## config.mk

```make
export PLATFORM = sky130hd
export DESIGN_NAME = id_ex_operand_reg
export DESIGN_NICKNAME = d
export VERILOG_FILES = /design/src/rtl/id_ex_operand_reg.sv
export SDC_FILE = /design/constraint.sdc
export NUM_CORES = 1
export LEC_CHECK = 0
export CORE_ASPECT_RATIO = 1.1
export CORE_MARGIN = 4
export CORE_UTILIZATION = 39
export CTS_CLUSTER_DIAMETER = 50
export DETAILED_ROUTE_END_ITERATION = 6
export PLACE_DENSITY_LB_ADDON = 0.08
export REMOVE_ABC_BUFFERS = 1
export SLEW_MARGIN = 30
export SYNTH_ARGS = -nofsm -noshare
export SYNTH_HDL_FRONTEND = slang
export SYNTH_SLANG_ARGS = --single-unit
```

## constraint.sdc

```tcl
create_clock -name clk -period 5.85 [get_ports clk]
set_input_delay 1.17 -clock clk [delete_from_list [all_inputs] [get_ports clk]]
set_output_delay 1.17 -clock clk [all_outputs]
set_load 0.005 [all_outputs]
```

## src/rtl/id_ex_operand_reg.sv

```systemverilog
// ID/EX operand register. It captures the immediate-extender outputs, the
// register-file read data, PC+4 and the destination info. It selects the
// immediate that EX uses and precomputes the branch target. Stall holds all
// contents and flush loads a zeroed bubble.
module id_ex_operand_reg #(
  parameter int WIDTH  = 32,
  parameter int REG_AW = 5
) (
  input  logic              clk,
  input  logic              rst,
  input  logic              stall,
  input  logic              flush,
  input  logic              id_valid,
  input  logic [WIDTH-1:0]  zext5_in,
  input  logic [WIDTH-1:0]  zext16_in,
  input  logic [WIDTH-1:0]  sext16_in,
  input  logic [WIDTH-1:0]  sext18_in,
  input  logic [1:0]        imm_sel,
  input  logic [WIDTH-1:0]  pc_plus4_in,
  input  logic [WIDTH-1:0]  rs_data_in,
  input  logic [WIDTH-1:0]  rt_data_in,
  input  logic [REG_AW-1:0] dst_in,
  input  logic              reg_we_in,
  output logic              ex_valid,
  output logic [WIDTH-1:0]  ex_imm,
  output logic [WIDTH-1:0]  ex_branch_target,
  output logic [WIDTH-1:0]  ex_pc_plus4,
  output logic [WIDTH-1:0]  ex_rs_data,
  output logic [WIDTH-1:0]  ex_rt_data,
  output logic [REG_AW-1:0] ex_dst,
  output logic              ex_reg_we
);

  logic              valid_q,  valid_d;
  logic              reg_we_q, reg_we_d;
  logic [REG_AW-1:0] dst_q,    dst_d;
  logic [WIDTH-1:0]  imm_q,    imm_d;
  logic [WIDTH-1:0]  target_q, target_d;
  logic [WIDTH-1:0]  pc4_q,    pc4_d;
  logic [WIDTH-1:0]  rs_q,     rs_d;
  logic [WIDTH-1:0]  rt_q,     rt_d;

  logic [WIDTH-1:0]  imm_mux;
  logic [WIDTH-1:0]  lui_imm;
  logic [WIDTH-1:0]  target_sum;

  // The LUI form is taken from the low half of the zero-extended imm16.
  // The adder wraps modulo 2^WIDTH and drops the carry.
  always_comb begin
    lui_imm    = WIDTH'(zext16_in[15:0]) << 16;
    target_sum = pc_plus4_in + sext18_in;
    imm_mux    = zext5_in;
    unique case (imm_sel)
      2'd0:    imm_mux = zext5_in;
      2'd1:    imm_mux = zext16_in;
      2'd2:    imm_mux = sext16_in;
      default: imm_mux = lui_imm;
    endcase
  end

  // Next-state selection, in priority order: flush, then stall, then load.
  always_comb begin
    valid_d  = valid_q;
    reg_we_d = reg_we_q;
    dst_d    = dst_q;
    imm_d    = imm_q;
    target_d = target_q;
    pc4_d    = pc4_q;
    rs_d     = rs_q;
    rt_d     = rt_q;
    if (flush) begin
      valid_d  = 1'b0;
      reg_we_d = 1'b0;
      dst_d    = '0;
      imm_d    = '0;
      target_d = '0;
      pc4_d    = '0;
      rs_d     = '0;
      rt_d     = '0;
    end else if (!stall) begin
      valid_d  = id_valid;
      reg_we_d = reg_we_in & id_valid;
      dst_d    = dst_in;
      imm_d    = imm_mux;
      target_d = target_sum;
      pc4_d    = pc_plus4_in;
      rs_d     = rs_data_in;
      rt_d     = rt_data_in;
    end
  end

  // Pipeline register. Reset clears it immediately, without waiting for an edge.
  always_ff @(posedge clk or posedge rst) begin
    if (rst) begin
      valid_q  <= 1'b0;
      reg_we_q <= 1'b0;
      dst_q    <= '0;
      imm_q    <= '0;
      target_q <= '0;
      pc4_q    <= '0;
      rs_q     <= '0;
      rt_q     <= '0;
    end else begin
      valid_q  <= valid_d;
      reg_we_q <= reg_we_d;
      dst_q    <= dst_d;
      imm_q    <= imm_d;
      target_q <= target_d;
      pc4_q    <= pc4_d;
      rs_q     <= rs_d;
      rt_q     <= rt_d;
    end
  end

  assign ex_valid         = valid_q;
  assign ex_reg_we        = reg_we_q;
  assign ex_dst           = dst_q;
  assign ex_imm           = imm_q;
  assign ex_branch_target = target_q;
  assign ex_pc_plus4      = pc4_q;
  assign ex_rs_data       = rs_q;
  assign ex_rt_data       = rt_q;

endmodule

```

==> run_results.csv <==
group,metric,value,unit
global_route,antenna_found_initial,4,
floorplan,pin_count,404,
critical_path,reg2reg_depth,2,
timing,worst_pin_slew,0.8433,ns
floorplan,num_rows,58,
critical_path,rr_endpoint,"ex_branch_target[30]$_DFFE_PP0P_",
worst_hold_path,min_path_cells,2,
global_route,grt_pass1_vias,8335,
place,hpwl,22.97,mm
routing,drc,0,
yosys,ys_types,63,
pwr,p_seq_frac,0.386,
finish,drive_gt1_frac,0.07081,
pwr,power_frac_comb,0.239,
timing,period_minus_slack,3.501,ns
place,dp_slack,1.939,ns
global_route,grt_pass1_wl,47.56,mm
place,placed_cell_area,13320,um2
finish,multiInputGateArea,4567,um2
flow_run,maxCapViolations,0,
timing,finalSetupViolCount,0,
pwr,power.switching,0.8946,mW
timing,maxSlewHeadroom,0.4378,
floorplan,coreArea,22860,um2
yosys,syn_area_per_cell,10.19,um2
routing,via_count,7998,
global_route,grt_use_total,0.2342,
clock_network,clock_sink_count,167,
clock_network,numCtsBuffers,17,
pwr,intPower,2.401,mW
clock_network,cts_resized,0,
pwr,clkPwrFrac,0.375,
worst_hold_path,hold_path_class,"reg -> reg",
clock_network,path_clk_slew,0.07,ns
finish,area_growth_syn_to_layout,54.26,%
global_route,grt-ovfl-total,0,
floorplan,die_w,153.3,um
routing,dr.pass1.iters,5,
routing,routed_via_density,5.078,
routing,routed_wl,30.76,mm
timing,clock_skew,0,ns
timing,fin_setup_tns,0,ns
floorplan,dieArea,25710,um2
critical_path,worstSetupEndpointType,"register",
yosys,async_flop_share,1.000,
global_route,grt_max_degree,89,
timing,rsz0062_at_grt,"no",
clock_network,cts_tree,"done",
clock_network,ctsLongestPathBuffers,2,
pwr,p_leak,6.160,nW
finish,fillCellCount,2008,
finish,final_common_cell,"clkdlybuf4s50_1",
clock_network,cts_hold_buf,0,
timing,fmax,285.6,MHz
pwr,finalPower,3.295,mW
clock_network,post-cts-setup-buffers,0,
critical_path,regToRegSetupSlack,5.04,ns
finish,fin_area,13960,um2
pwr,cellPowerDensity,236.0,nW/um2
finish,nets,1528,
routing,ant_nets,0,
critical_path,critPathRequiredTime,6.20,ns
critical_path,crit_type,"in -> reg",
critical_path,cp-start-kind,"input port",
floorplan,die_h,167.8,um
critical_path,reg2reg_from,"ex_branch_target[30]$_DFFE_PP0P_",
yosys,synth_ff_type,"dfrtp_1",
yosys,yosys_warnings,0,
yosys,syn_area,9051,um2
floorplan,start_util,0.3959,
pwr,swShare,0.2715,
routing,dr.first_iter.drc_count,334,
timing,setup_ws,2.349,ns
yosys,synth-edff-count,0,
timing,slew_violations,0,
outcome,status,"complete, no violations",
clock_network,insertion_delay,0.42,ns
pwr,irDropWorstVdd,0.1926,mV
worst_hold_path,min_to,"ex_branch_target[21]$_DFFE_PP0P_",
yosys,synthCells,888,
place,io_buffers,403,
timing,hold_ws,0.5154,ns
clock_network,htree_levels,4,
routing,wire_per_inst,19.53,um
place,gp_congestion,0.8864,
finish,most-common-layout-cells,"400 x clkdlybuf4s50_1, 167 x dfrtp_1, 150 x nor2_1",
timing,hold_violations,0,
yosys,seq_area_frac_synth,0.4617,
finish,regArea,4179,um2
yosys,synth-seq-cells,167,
critical_path,cp_max_fo,5,
critical_path,cp.arrival,3.85,ns
timing,post-route-period-util,0.5985,
clock_network,root_buffer,"clkbuf_16",
worst_hold_path,worstHoldStart,"ex_branch_target[21]$_DFFE_PP0P_",
-- worst max-delay path, stage by stage --
cell and delay, ns:
clkdlybuf4s50_1 0.49, ha_1 0.25, inv_1 0.09, fa_1 0.41, nor2b_1 0.16, o31a_1 0.25, o21ai_2 0.09, o211ai_4 0.14
a31oi_4 0.13, o21ai_1 0.19, mux2_4 0.32, nor3_2 0.14
-- cell families after synthesis --
group,Yosys count,share of synthesized area
compound gates,181,0.1381
xor+xnor,19,0.01839
mux,136,0.1731
flops,167,0.4617
simple gates,280,0.1299
buf+inv,73,0.03373
fa+ha+maj,32,0.04506
-- per-stage QoR --
stage | instances | util
final | 1575 | 0.6108
after CTS | 1571 | 0.6103
after detailed placement | 1540 | 0.5826
after floorplan | 828 | -
after global routing | 1575 | 0.6108
after global placement | 1539 | 0.5814
-- metal layers --
layer / vias to the layer above / part of all wire / track usage
li1: 3881 / - / -
met1: 3794 / 0.39 / 0.2777
met2: 290 / 0.51 / 0.4063
met3: 33 / 0.080 / 0.07275
met4: 0 / 0.019 / 0.07555
met5: - / 0 / 0
-- layout make-up --
type                    count  share of cell area
clock buffers              17             0.03047
well taps                 300             0.02688
repair buffers            412              0.2967
multi-input cells         648              0.3271
clock inverters            14             0.01497
diodes                      4           0.0007169
inverters                  13            0.003853
flip-flops and latches    167              0.2993
-- power by group through the flow --
stage	logic [mW]	registers [mW]	clock network, mW
2_1_floorplan	0.319	1.30	0
3_3_place_gp	0.790	1.29	0
3_5_place_dp	0.793	1.29	0
4_1_cts	0.798	1.27	1.26
5_1_grt	0.861	1.28	1.31
6_report	0.787	1.27	1.24
-- flip-flops by register name, indices dropped and copies added, names as in the netlist --
| signal | count |
|---|---|
| ex_imm | 32 |
| ex_branch_target | 32 |
| ex_rs_data | 32 |
| ex_valid | 1 |
| ex_reg_we | 1 |
| ex_dst | 5 |
| ex_rt_data | 32 |
| ex_pc_plus4 | 32 |
-- how the worst max path moves through the flow --
stage / slack, ns / to / cells after the start / from
2_1_floorplan: 0.16 / ex_branch_target[0]$_DFFE_PP0P_ / 1 / rst
3_3_place_gp: 2.00 / ex_branch_target[18]$_DFFE_PP0P_ / 12 / pc_plus4_in[0]
3_5_place_dp: 1.94 / ex_branch_target[18]$_DFFE_PP0P_ / 12 / pc_plus4_in[0]
4_1_cts: 2.39 / ex_branch_target[18]$_DFFE_PP0P_ / 12 / pc_plus4_in[0]
5_1_grt: 2.20 / ex_branch_target[18]$_DFFE_PP0P_ / 12 / pc_plus4_in[0]
6_report: 2.35 / ex_branch_target[18]$_DFFE_PP0P_ / 12 / pc_plus4_in[0]
-- Yosys cell counts (all sizes together) (22+ instances only) --
| cell type | instances | area [um2] |
|---|---|---|
| o21ai | 42 | 229.0 |
| mux2i | 119 | 1191 |
| ha | 31 | 387.9 |
| a21oi | 62 | 336.6 |
| dfrtp | 167 | 4179 |
| nand2 | 76 | 285.3 |
| o211ai | 22 | 188.9 |
| clkbuf | 36 | 135.1 |
| buf | 24 | 121.4 |
| nor2 | 150 | 563.0 |
Note: power is estimated with default switching activity, not from simulation.
